==> src/rtl/audio_pkg.sv <==
// Shared widths, state encoding and counter helper for the audio framer.
package audio_pkg;

   localparam int SAMPLE_W = 16;
   localparam int AXIS_W   = 32;
   localparam int CNT_W    = 16;

   typedef enum logic [1:0] {
      IDLE  = 2'd0,
      RUN   = 2'd1,
      FLUSH = 2'd2
   } framer_state_t;

   // Modulo counter step: returns 0 after the last index, otherwise cnt + 1.
   function automatic logic [CNT_W-1:0] wrap_inc(input logic [CNT_W-1:0] cnt,
                                                  input logic [CNT_W-1:0] last);
      logic [CNT_W-1:0] res;
      if (cnt == last) begin
         res = {CNT_W{1'b0}};
      end else begin
         res = cnt + 16'd1;
      end
      return res;
   endfunction

endpackage

==> src/rtl/sync_fifo.sv <==
// Single-clock first-word-fall-through FIFO. Pointers carry one extra MSB so
// that full and empty are told apart when the address bits are equal.
module sync_fifo #(
   parameter int WIDTH = 32,
   parameter int DEPTH = 16
) (
   input  logic             clk,
   input  logic             rst,
   input  logic             wr_en,
   input  logic [WIDTH-1:0] wr_data,
   input  logic             rd_en,
   output logic [WIDTH-1:0] rd_data,
   output logic             empty,
   output logic             full
);

   localparam int AW = $clog2(DEPTH);
   localparam logic [AW:0] PTR_ONE = (AW+1)'(1);

   logic [WIDTH-1:0] mem [DEPTH];
   logic [AW:0]      wr_ptr;
   logic [AW:0]      rd_ptr;
   logic             wr_ok;
   logic             rd_ok;

   assign empty   = (wr_ptr == rd_ptr);
   assign full    = (wr_ptr[AW] != rd_ptr[AW]) && (wr_ptr[AW-1:0] == rd_ptr[AW-1:0]);
   assign rd_ok   = rd_en && !empty;
   // A write into a full FIFO is only legal when a word leaves in the same cycle.
   assign wr_ok   = wr_en && (!full || rd_ok);
   assign rd_data = mem[rd_ptr[AW-1:0]];

   // Advance read and write pointers on accepted operations.
   always_ff @(posedge clk or posedge rst) begin
      if (rst) begin
         wr_ptr <= '0;
         rd_ptr <= '0;
      end else begin
         if (wr_ok) begin
            wr_ptr <= wr_ptr + PTR_ONE;
         end
         if (rd_ok) begin
            rd_ptr <= rd_ptr + PTR_ONE;
         end
      end
   end

   // Storage array write port.
   always_ff @(posedge clk) begin
      if (wr_ok) begin
         mem[wr_ptr[AW-1:0]] <= wr_data;
      end
   end

endmodule

==> src/rtl/audio_framer.sv <==
// Audio framer: captures strobed stereo samples into a FIFO and emits them as
// an AXI-Stream with tlast marking every FRAME_LEN-th beat.
module audio_framer
   import audio_pkg::*;
#(
   parameter int FRAME_LEN  = 1024,
   parameter int FIFO_DEPTH = 16
) (
   input  logic                axis_aclk,
   input  logic                axis_areset,
   input  logic                enable,
   input  logic                sample_strobe,
   input  logic [SAMPLE_W-1:0] sample_left,
   input  logic [SAMPLE_W-1:0] sample_right,
   input  logic                out_axis_tready,
   output logic [AXIS_W-1:0]   out_axis_tdata,
   output logic                out_axis_tvalid,
   output logic                out_axis_tlast,
   output logic                busy,
   output logic [CNT_W-1:0]    drop_count
);

   localparam logic [CNT_W-1:0] LAST_IDX = CNT_W'(FRAME_LEN - 1);

   logic [1:0]        rst_sync;
   logic              rst_int;
   framer_state_t     state;
   framer_state_t     state_next;
   logic [CNT_W-1:0]  in_cnt;
   logic [CNT_W-1:0]  in_cnt_next;
   logic [CNT_W-1:0]  beat_cnt;
   logic [AXIS_W-1:0] fifo_data;
   logic              fifo_empty;
   logic              fifo_full;
   logic              live;
   logic              handshake;
   logic              accept;
   logic              drop;

   // Reset synchroniser: asserts immediately, releases two edges later.
   always_ff @(posedge axis_aclk or posedge axis_areset) begin
      if (axis_areset) begin
         rst_sync <= 2'b11;
      end else begin
         rst_sync <= {rst_sync[0], 1'b0};
      end
   end

   assign rst_int = rst_sync[1];

   sync_fifo #(
      .WIDTH (AXIS_W),
      .DEPTH (FIFO_DEPTH)
   ) u_fifo (
      .clk     (axis_aclk),
      .rst     (rst_int),
      .wr_en   (accept),
      .wr_data ({sample_left, sample_right}),
      .rd_en   (handshake),
      .rd_data (fifo_data),
      .empty   (fifo_empty),
      .full    (fifo_full)
   );

   // Strobe qualification: accept, or drop when full with nothing leaving.
   always_comb begin
      live      = sample_strobe && ((state == RUN) || (state == FLUSH));
      handshake = !fifo_empty && out_axis_tready;
      accept    = live && (!fifo_full || handshake);
      drop      = live && fifo_full && !handshake;
      if (accept) begin
         in_cnt_next = wrap_inc(in_cnt, LAST_IDX);
      end else begin
         in_cnt_next = in_cnt;
      end
   end

   // Capture FSM; frame completion is judged on the post-update in-frame count.
   always_comb begin
      state_next = state;
      case (state)
         IDLE: begin
            if (enable) begin
               state_next = RUN;
            end else begin
               state_next = IDLE;
            end
         end
         RUN: begin
            if (!enable) begin
               state_next = (in_cnt_next == 16'd0) ? IDLE : FLUSH;
            end else begin
               state_next = RUN;
            end
         end
         FLUSH: begin
            if (in_cnt_next == 16'd0) begin
               state_next = IDLE;
            end else begin
               state_next = FLUSH;
            end
         end
         default: begin
            state_next = IDLE;
         end
      endcase
   end

   // State, in-frame count, output beat count and saturating drop count.
   always_ff @(posedge axis_aclk or posedge rst_int) begin
      if (rst_int) begin
         state      <= IDLE;
         in_cnt     <= 16'd0;
         beat_cnt   <= 16'd0;
         drop_count <= 16'd0;
      end else begin
         state  <= state_next;
         in_cnt <= in_cnt_next;
         if (handshake) begin
            beat_cnt <= wrap_inc(beat_cnt, LAST_IDX);
         end
         if (drop && (drop_count != 16'hFFFF)) begin
            drop_count <= drop_count + 16'd1;
         end
      end
   end

   assign out_axis_tvalid = !fifo_empty;
   assign out_axis_tdata  = fifo_empty ? 32'd0 : fifo_data;
   assign out_axis_tlast  = !fifo_empty && (beat_cnt == LAST_IDX);
   assign busy            = (state != IDLE) || !fifo_empty;

endmodule
==> config.mk <==
export PLATFORM = sky130hd
export DESIGN_NAME = audio_framer
export DESIGN_NICKNAME = d
export VERILOG_FILES = /design/src/rtl/audio_pkg.sv /design/src/rtl/sync_fifo.sv /design/src/rtl/audio_framer.sv
export SDC_FILE = /design/constraint.sdc
export NUM_CORES = 1
export LEC_CHECK = 0
export BUFFER_PORTS_ARGS = -buffer_cell sky130_fd_sc_hd__clkbuf_2
export CAP_MARGIN = 20
export CORE_ASPECT_RATIO = 0.5
export CORE_MARGIN = 1
export CORE_UTILIZATION = 41
export CTS_BUF_LIST = sky130_fd_sc_hd__clkbuf_8 sky130_fd_sc_hd__clkbuf_16
export CTS_CLUSTER_DIAMETER = 30
export CTS_CLUSTER_SIZE = 30
export DETAILED_ROUTE_END_ITERATION = 10
export PLACE_DENSITY = 0.66
export SLEW_MARGIN = 25
export SYNTH_ARGS = -nofsm -noshare
export SYNTH_HDL_FRONTEND = slang
export SYNTH_SLANG_ARGS = --single-unit
==> constraint.sdc <==
create_clock -name axis_aclk -period 2.2 [get_ports axis_aclk]
set_input_delay 0 -clock axis_aclk [delete_from_list [all_inputs] [get_ports axis_aclk]]
set_output_delay 0 -clock axis_aclk [all_outputs]
set_load 0.005 [all_outputs]
==> results of run 1 <==
-- cell families (layout without fill, tap and decap cells) --
group,count (synthesis),after routing
compound gates,23,23
simple gates,192,192
fa+ha+maj,12,12
flops,574,574
xor+xnor,50,50
mux,165,165
buf+inv,61,458
other cells,1,1
-- worst paths after layout --
path / startpoint / slack [ns] / depth (start not counted) / to
max in group asynchronous: rst_sync[1] / 1.33 / 2 / in_cnt[2]
min in group asynchronous: rst_sync[1] / 0.17 / 1 / u_fifo.rd_ptr[1]
worst min-delay path: out_axis_tready / 0.03 / 5 / u_fifo.rd_ptr[0]
worst max register to register: u_fifo.rd_ptr[0] / -0.64 / 8 / state[1]
worst min register to register: rst_sync[1] / 0.17 / 1 / u_fifo.rd_ptr[1]
worst max-delay path: u_fifo.rd_ptr[0] / -0.70 / 7 / out_axis_tdata[14]
-- layer usage --
metal / wire length (um) / part of all wire / up-vias / GRT usage
li1: - / - / 5138 / -
met2: 30900 / 0.49 / 787 / 0.3484
met5: 0 / 0 / - / 0
met3: 6397 / 0.10 / 109 / 0.05897
met1: 23810 / 0.38 / 6696 / 0.2767
met4: 1425 / 0.023 / 0 / 0.05525
-- power breakdown --
| group | leakage [uW] | internal (uW) | switching, uW |
|---|---|---|---|
| registers | 0.00541 | 12700 | 327 |
| clock network | 0.00124 | 6880 | 5160 |
| logic | 0.00394 | 6820 | 5900 |
-- timing repair --
action,in CTS,in global routing
setup buffers,30,10
hold endpoints to repair,517,0
hold buffers,36,0
pin swaps,9,10
endpoints found under the setup margin,564,581
resized for setup,89,72
gates cloned,28,16
-- through the flow --
stage | TNS, ns | std cells | total power, uW | utilization | setup slack, ns
final | -230.06 | 2219 | 37730 | 0.5567 | -0.7005
after global routing | -266.86 | 2219 | 38950 | 0.5567 | -0.7410
after CTS | -208.39 | 2200 | 36640 | 0.5456 | -0.6104
after detailed placement | -240.32 | 1968 | 22780 | 0.4655 | -0.5813
after global placement | -203.92 | 1968 | 22630 | 0.4655 | -0.5115
after floorplan | -96.06 | 1078 | 19610 | - | -0.5594
-- worst max-delay path: stages, from the launching register on --
cell	delay, ns
dfrtp_4	0.42
buf_12	0.13
buf_16	0.19
buf_16	0.18
mux4_2	0.57
mux4_2	0.53
nor2b_4	0.15
clkbuf_2	0.11
-- placed cells by master, fill, tap and decap left out, drive strengths merged, types with 2 or more instances in the layout --
cell         Yosys  layout
inv             12      37
nor2b           33      33
xnor2           29      29
mux2             4       4
and3             9       9
dlygate4sd3      0      36
nand2b           3       3
nor3            14      14
nor2            38      38
a2111oi          2       2
clkinv           0      27
dfstp            2       2
mux4           160     160
ha              12      12
dfrtp           60      60
or4              2       2
nand3           16      16
clkinvlp         0       6
and2             5       5
buf             22     181
and4             7       7
clkbuf          27     169
nand4           13      13
a21oi            4       4
or3              3       3
bufinv           0       2
nor4             5       5
edfxtp         512     512
o21ai            8       8
xor2            21      21
nand2           40      40
-- registers in the layout (all words and copies together) (netlist names) --
signal / cells
beat_cnt: 16
u_fifo.rd_ptr: 5
rst_sync: 2
state: 2
in_cnt: 16
u_fifo.wr_ptr: 5
u_fifo.mem: 512
drop_count: 16
-- layout make-up --
type                            instances  area, um^2  share of cell area
Clock buffer                           78        1929             0.06403
Timing Repair Buffer                  308        3799              0.1261
Inverter                               12       45.04            0.001495
Multi-Input combinational cell        443        5902              0.1959
Sequential cell                       574       16940              0.5621
Clock inverter                         60       588.1             0.01952
Tap cell                              744       930.9             0.03089
==> out/metrics.yaml, run 1 <==
grt:
  grt_max_degree: 48
  grt_pass1_vias: 12920
  grt_pass1_wl_mm: 85.22
  grt-ovfl-total: 0
  antenna_found_initial: 0
  grtUsageTotal: 0.2111
job:
  maxCapViolations: 0
clocking:
  cts_tree: "done"
  path_clk_slew_ns: 0.05
  numCtsBuffers: 75
  cts.sinks: 574
  cts_root_buffer: "clkbuf_16"
  clk_latency_ns: 0.62
  clockBufferDepth: 3
  h-tree-depth: 3
worst_setup_path:
  worstPathArrival_ns: 2.90
  cp_max_fo: 8
  critical_path_class: "flop to output pin"
  critPathLaunchType: "flop"
  required_ns: 2.20
  worstSetupEndpointType: "output pin"
logic_synthesis:
  synth_commonest_cells: "edfxtp_1 (512), mux4_2 (160), dfrtp_1 (60), nand2_1 (40), nor2_1 (38)"
  synth_top_family_by_area: "multiplexers"
  yosys-top-cells-area: "edfxtp_1 (68%), mux4_2 (16%), dfrtp_1 (6.6%)"
  synthFlopType: "edfxtp_1"
  yosys.area_share.simple: 0.04511
  synth_compound_area_frac: 0.006910
  ys_types: 51
  synth_xor_xnor_area_share: 0.02034
  synth_top_cell_by_area: "edfxtp_1"
  synth_edf_count: 512
  synth_cells: 1078
  ys_seq_area_frac: 0.7479
  avgSynthCellArea_um2: 21.00
  synth_most_common_cell: "edfxtp_1"
  synthAdderAreaFrac: 0.006633
  yosysWarningCount: 0
  synth_seq_cells: 574
  synth_top_area_share: 0.6792
  netlist_area_um2: 22640
  syn-num-nets: 1127
  synth.area.mux_share: 0.1618
  synthArstFlopShare: 0.1080
sta:
  setup_ws_ns: -0.7005
  rsz0062_at_grt: "true"
  clock.fmax_mhz: 344.8
  min_period_over_period: 1.318
  finalHoldViolCount: 0
  finalCriticalPeriod_ns: 2.901
  maxSlewViolCount: 0
  finClkSkew_ns: 0.05217
  whs_ns: 0.03163
  relSlewSlack: 0.3952
  worst_pin_slew_ns: 0.9072
  setup_viol: 565
pwr:
  p_per_area_nw_per_um2: 1252
  vdd_drop_max_mv: 0.7503
  p_leak_uw: 0.01059
detailed_routing:
  wl_per_cell_um: 28.18
  vias: 12730
  antenna_left: 0
  drt-pass1-iter-count: 5
  route.detailed.drc: 0
  wl_mm: 62.53
  drt-initial-drc-count: 1410
  vias_per_cell: 5.737
placed_design:
  hpwl_mm: 27.25
  dpl_cell_area_um2: 25200
  port_buffers: 87
  place_congestion: 0.8278
worst_hold_path:
  hold_class: "input pin to flop"
final_layout:
  fill_cells: 3860
  drive_gt1_frac: 0.4278
  syn2layout_area_growth_pct: 33.12
  antennaDiodeCount: 0
  stdcell_area_um2: 30130
  final_nets: 1463
outcome:
  violations: "setup timing"
  status: "finished, violations left"
die:
  die_w_um: 334.3
  core_um2: 54130
  start_util: 0.4182
  ios: 88
  dieArea_um2: 56210
  die_h_um: 168.1
  rows: 60
No activity file was read; power rests on OpenSTA's default activity.
==> inputs of run 2 (changes only) <==
--- a/config.mk
+++ b/config.mk
@@ -5,7 +5,6 @@
 export SDC_FILE = /design/constraint.sdc
 export NUM_CORES = 1
 export LEC_CHECK = 0
-export BUFFER_PORTS_ARGS = -buffer_cell sky130_fd_sc_hd__clkbuf_2
 export CAP_MARGIN = 20
 export CORE_ASPECT_RATIO = 0.5
 export CORE_MARGIN = 1
@@ -14,7 +13,8 @@
 export CTS_CLUSTER_DIAMETER = 30
 export CTS_CLUSTER_SIZE = 30
 export DETAILED_ROUTE_END_ITERATION = 10
-export PLACE_DENSITY = 0.66
+export DONT_BUFFER_PORTS = 1
+export PLACE_DENSITY = 0.64
 export SLEW_MARGIN = 25
 export SYNTH_ARGS = -nofsm -noshare
 export SYNTH_HDL_FRONTEND = slang
==> run 2 against run 1 <==
Net effect: the flow still finishes with violations (setup timing); clock skew up 0.030 ns; utilization rose by 2.7 points; first-iteration DRC count grew 55%; hold slack improved by 0.00069 ns; via count rose by 5.5%; sequential power about the same; largest power group is now combinational logic; count of clock-buffer cells in the layout rose by 5; cell area grew 4.9%; non-clock buffer count shrank 24; fmax rose by 0.61%; final cell count decreased by 0.77%.
==> out/metrics.yaml, run 2 (synthesis gave the netlist of run 1 again) <==
outcome:
  status: "finished, violations left"
  violations: "setup timing"
placed_design:
  pre_cts_ws_ns: -0.6295  # -0.04826 ns
  port_buffers: 0  # -100%
  place_congestion: 0.8167  # -1.3%
  hpwl_mm: 26.51  # -2.7%
  dpl_cell_area_um2: 24800  # -1.6%
die:
  core_um2: 54130  # unchanged
  die_w_um: 334.3  # unchanged
  start_util: 0.4182  # unchanged
  rows: 60  # unchanged
  ios: 88  # unchanged
  die_h_um: 168.1  # unchanged
  dieArea_um2: 56210  # unchanged
grt:
  antenna_found_initial: 1  # +1
  grt.met2_usage: 0.3606  # +0.01227
  grt-ovfl-total: 0  # unchanged
  grt_pass1_wl_mm: 87.77  # +3.0%
  globalRouteMet1Util: 0.2920  # +0.01529
  grt.met3_usage: 0.06243  # +0.003455
  grtUsageTotal: 0.2201  # +0.009084
  busiest_layer: "met2"
  grt_pass1_vias: 12780  # -1.1%
  grt_max_degree: 42  # -13%
clocking:
  cts_tree: "done"
  clk_latency_ns: 0.67  # +0.05 ns
  clockBufferDepth: 3  # unchanged
  path_clk_slew_ns: 0.04  # about the same
  cts_root_buffer: "clkbuf_16"
  h-tree-depth: 3  # unchanged
  cts.sinks: 574  # unchanged
  numCtsBuffers: 80  # +6.7%
worst_setup_path:
  required_ns: 2.20  # about the same
  cp-startpoint: "u_fifo.rd_ptr[1]"
  critPathLaunchType: "flop"
  worstSetupEndpointType: "output pin"
  critical_path_class: "flop to output pin"
  worstPathArrival_ns: 2.88  # -0.02 ns
  cp_max_fo: 20  # +12
  regToRegStartpoint: "u_fifo.rd_ptr[1]"
sta:
  maxSlewViolCount: 0  # unchanged
  setup_ws_ns: -0.6828  # +0.01772 ns
  relSlewSlack: 0.3675  # -0.02772
  whs_ns: 0.03232  # +0.0006908 ns
  finClkSkew_ns: 0.08247  # +0.03030 ns
  setup_tns_ns: -207.16  # +22.90 ns
  rsz0062_at_grt: "true"
  finalCriticalPeriod_ns: 2.883  # -0.01772 ns
  min_period_over_period: 1.310  # -0.008055
  finalHoldViolCount: 0  # unchanged
  setup_viol: 556  # -1.6%
  worst_pin_slew_ns: 0.9488  # +0.04159 ns
  clock.fmax_mhz: 346.9  # +0.61%
final_layout:
  regArea_um2: 16940  # unchanged
  final_nets: 1444  # -1.3%
  fill_cells: 3599  # -6.8%
  mostFrequentLayoutCells: "edfxtp_1 (512), mux4_2 (160), clkbuf_16 (116), buf_4 (65), buf_12 (63)"
  drive_gt1_frac: 0.4424  # +0.01459
  final_util: 0.5839  # +0.02716
  antennaDiodeCount: 0  # unchanged
  syn2layout_area_growth_pct: 39.62
  layout_commonest_cell: "edfxtp_1"
  largest_reg_flops: 512  # unchanged
  stdcell_area_um2: 31600  # +4.9%
  multi_input_area_um2: 6123  # +3.8%
detailed_routing:
  drt-pass1-iter-count: 6  # +1
  antenna_left: 0  # unchanged
  drt-initial-drc-count: 2187  # +55%
  vias_per_cell: 6.099  # +6.3%
  wl_per_cell_um: 33.35  # +18%
  wl_mm: 73.43  # +17%
  vias: 13430  # +5.5%
  route.detailed.drc: 0  # unchanged
pwr:
  p_per_area_nw_per_um2: 1303  # +4.1%
  vdd_drop_max_mv: 0.8555  # +14%
  p_leak_uw: 0.01110  # +4.8%
worst_hold_path:
  holdCritStartpoint: "out_axis_tready"
  hold_class: "input pin to flop"
job:
  maxCapViolations: 0  # unchanged
[run 2: cell type report]
| class | count | area share |
|---|---|---|
| Sequential cell | 574 | 0.5360 |
| Multi-Input combinational cell | 443 | 0.1938 |
| Timing Repair Buffer | 284 | 0.1494 |
| Clock buffer | 83 | 0.06501 |
| Tap cell | 744 | 0.02946 |
| Clock inverter | 62 | 0.02490 |
| Inverter | 12 | 0.001504 |
[run 2: path summary, 6_finish.rpt]
kind,endpoint,slack (ns),cells after the start
worst max-delay path,out_axis_tdata[19],-0.68,7
worst min-delay path,in_cnt[14],0.03,3
worst max register to register,state[1],-0.66,7
worst min register to register,u_fifo.rd_ptr[1],0.28,1
max in group asynchronous,in_cnt[10],1.23,2
min in group asynchronous,u_fifo.rd_ptr[1],0.28,1
[run 2: worst max-delay path, cell delays in order (launching register included)]
cell	delay [ns]
dfrtp_4	0.48
buf_4	0.14
buf_6	0.14
buf_16	0.18
clkbuf_16	0.25
mux4_2	0.35
mux4_2	0.54
nor2b_4	0.16
[run 2: timing repair]
action	in CTS	in global routing
endpoints found under the hold margin	540	0
setup endpoints to repair	561	577
gates cloned	39	45
buffers inserted	44	31
hold buffers	37	0
pin swaps	13	17
resized for setup	140	105
[run 2: power breakdown]
part,internal [uW],switching (uW)
combinational,7810,6650
clock,8270,5440
sequential,12700,362
total,28700,12400
[run 2: per-layer routing]
metal  vias up  routed length, um
met2      1166              34560
met4         2               2672
met5         -                 13
li1       5112                  -
met1      6959              26210
met3       192               9983
[run 2: through the flow]
step	power (uW)	std cells
floorplan	19610	1078
global route	42170	2202
global placement	21950	1874
CTS	38770	2139
detailed placement	22100	1874
finish	41190	2202
==> inputs of run 3 (changes only) <==
--- a/config.mk
+++ b/config.mk
@@ -15,6 +15,7 @@
 export DETAILED_ROUTE_END_ITERATION = 10
 export DONT_BUFFER_PORTS = 1
 export PLACE_DENSITY = 0.64
+export SETUP_SLACK_MARGIN = 0.02
 export SLEW_MARGIN = 25
 export SYNTH_ARGS = -nofsm -noshare
 export SYNTH_HDL_FRONTEND = slang
==> run 3 against run 2 <==
Net effect: the flow still finishes with violations (setup timing); final cell count stayed put; sequential power is essentially flat; fmax is 0.16% lower; via count shrank 0.10%; largest power group unchanged; non-clock buffer count is the same; critical path depth stayed put; combinational power hardly changed; clock power about the same; utilization about the same.
==> out/metrics.yaml, run 3 (synthesis gave the netlist of run 1 again) <==
sta:
  clock.fmax_mhz: 346.3  # -0.16%
  min_period_over_period: 1.313  # +0.002144
  finalCriticalPeriod_ns: 2.888  # +0.004717 ns
  finClkSkew_ns: 0.08017  # -0.002294 ns
  maxSlewViolCount: 0  # unchanged
  setup_ws_ns: -0.6875  # -0.004717 ns
  relSlewSlack: 0.3667  # -0.0007850
  rsz0062_at_grt: "true"
  setup_tns_ns: -204.78  # +2.376 ns
  whs_ns: 0.03492  # +0.002596 ns
  finalHoldViolCount: 0  # unchanged
  setup_viol: 553  # -0.54%
  worst_pin_slew_ns: 0.9500  # +0.001178 ns
final_layout:
  largest_reg_flops: 512  # unchanged
  mostFrequentLayoutCells: "edfxtp_1 (512), mux4_2 (160), clkbuf_16 (116), buf_4 (64), buf_12 (63)"
  layout_commonest_cell: "edfxtp_1"
  drive_gt1_frac: 0.4417  # -0.0006859
  final_nets: 1444  # unchanged
  syn2layout_area_growth_pct: 39.61  # about the same
  antennaDiodeCount: 0  # unchanged
worst_hold_path:
  holdCritStartpoint: "out_axis_tready"
  hold_class: "input pin to flop"
  holdPathStages: 3  # unchanged
  holdPathEnd: "in_cnt[14]"
worst_setup_path:
  cp_top_family: "multiplexers"
  slowest_delay_ns: 0.55  # about the same
  crit_chain: "buf_4, buf_6, buf_16, clkbuf_16, mux4_2, mux4_2, nor2b_4"
  rrSetupSlack_ns: -0.66  # about the same
  cp_slowest_cell: "mux4_2"
  worstRegToRegCells: 7  # unchanged
  regToRegStartpoint: "u_fifo.rd_ptr[1]"
  required_ns: 2.20  # about the same
  crit_path_frequent_cell: "mux4_2"
  crit_buf_inv: 4  # unchanged
  worstPathArrival_ns: 2.89  # about the same
  critical_path_class: "flop to output pin"
  r2r_end: "state[1]"
  cp_max_fo: 20  # unchanged
  critPathLaunchType: "flop"
  worstSetupEndpointType: "output pin"
placed_design:
  place_congestion: 0.8167  # unchanged
  hpwl_mm: 26.51  # unchanged
  port_buffers: 0  # unchanged
die:
  dieArea_um2: 56210  # unchanged
  start_util: 0.4182  # unchanged
  ios: 88  # unchanged
  rows: 60  # unchanged
  die_h_um: 168.1  # unchanged
  core_um2: 54130  # unchanged
  die_w_um: 334.3  # unchanged
detailed_routing:
  drt-initial-drc-count: 2238  # +2.3%
  route.detailed.drc: 0  # unchanged
  wl_per_cell_um: 33.18  # -0.50%
  wl_mm: 73.07  # -0.50%
  vias_per_cell: 6.093  # -0.10%
  drt-pass1-iter-count: 5  # -1
  vias: 13420  # -0.10%
  antenna_left: 0  # unchanged
clocking:
  clk_latency_ns: 0.66  # about the same
  cts.sinks: 574  # unchanged
  clockBufferDepth: 3  # unchanged
  h-tree-depth: 3  # unchanged
  path_clk_slew_ns: 0.04  # about the same
  cts_root_buffer: "clkbuf_16"
  numCtsBuffers: 80  # unchanged
  cts_tree: "done"
grt:
  grt_pass1_vias: 12780  # unchanged
  antenna_found_initial: 1  # unchanged
  grtUsageTotal: 0.2201  # unchanged
  grt_pass1_wl_mm: 87.77  # unchanged
  grt_max_degree: 42  # unchanged
  grt-ovfl-total: 0  # unchanged
pwr:
  vdd_drop_max_mv: 0.8508  # -0.55%
  p_per_area_nw_per_um2: 1303  # about the same
  p_leak_uw: 0.01110  # about the same
job:
  maxCapViolations: 0  # unchanged
outcome:
  status: "finished, violations left"
  violations: "setup timing"
[run 3: changes by cell type in the layout (fill, tap and decap cells not counted)]
cell,previous run,this run
buf_6,29,30
nor3_1,5,6
buf_4,65,64
nor3_2,3,2
[run 3: layout make-up]
| type | count | area, um^2 |
|---|---|---|
| tap | 744 | 930.9 |
| clock buffer | 83 | 2054 |
| inverter | 12 | 47.55 |
| multi-input combinational | 443 | 6118 |
| timing repair buffer | 284 | 4725 |
| fill | 3597 | 22530 |
| clock inverter | 62 | 787.0 |
| sequential | 574 | 16940 |
[run 3: metal layers]
layer | GRT usage | vias up | wire (um)
met2 | 0.3606 | 1136 | 34490
met1 | 0.2920 | 6983 | 26300
li1 | - | 5115 | -
met3 | 0.06243 | 181 | 9606
met5 | 0 | - | 13
met4 | 0.05405 | 2 | 2657
[run 3: power by group]
| part | internal [uW] | switching (uW) | total [uW] |
|---|---|---|---|
| Combinational | 7810 | 6660 | 14500 |
| Sequential | 12700 | 360 | 13000 |
| Clock | 8270 | 5420 | 13700 |
[run 3: what timing repair did]
| action | in CTS | in global routing |
|---|---|---|
| endpoints found under the hold margin | 540 | 0 |
| setup endpoints to repair | 567 | 578 |
| cloned | 39 | 45 |
| hold buffers | 37 | 0 |
| resized for setup | 140 | 105 |
| buffers inserted | 44 | 31 |
| pin swaps | 13 | 17 |
[run 3: how the worst max path moves through the flow]
stage | slack, ns | start | to | cells past startpoint
global route | -0.72 | u_fifo.rd_ptr[1] | state[1] | 7
global placement | -0.55 | u_fifo.wr_ptr[4] | state[1] | 7
detailed placement | -0.63 | u_fifo.wr_ptr[4] | state[1] | 7
floorplan | -0.56 | in_cnt[0] | state[1] | 8
CTS | -0.63 | u_fifo.rd_ptr[1] | state[1] | 7
finish | -0.69 | u_fifo.rd_ptr[1] | out_axis_tdata[19] | 7
[run 3: worst reg2reg max path, delay by kind of cell, from the launching register on]
kind	cells	cell delay, ns
AO/OA/AOI/OAI	2	0.60
XOR/XNOR	1	0.15
AND/OR/NAND/NOR	3	1.15
multiplexers	1	0.34
flip-flops	1	0.48
[run 3: per-stage QoR]
| stage | util | instance area, um^2 | instances | setup slack, ns | power, uW |
|---|---|---|---|---|---|
| floorplan | - | 22910 | 1078 | -0.5594 | 19610 |
| global placement | 0.4581 | 24800 | 1874 | -0.5452 | 21950 |
| detailed placement | 0.4581 | 24800 | 1874 | -0.6295 | 22100 |
| CTS | 0.5561 | 30100 | 2139 | -0.6349 | 38770 |
| global route | 0.5838 | 31600 | 2202 | -0.7200 | 42180 |
| finish | 0.5838 | 31600 | 2202 | -0.6875 | 41180 |
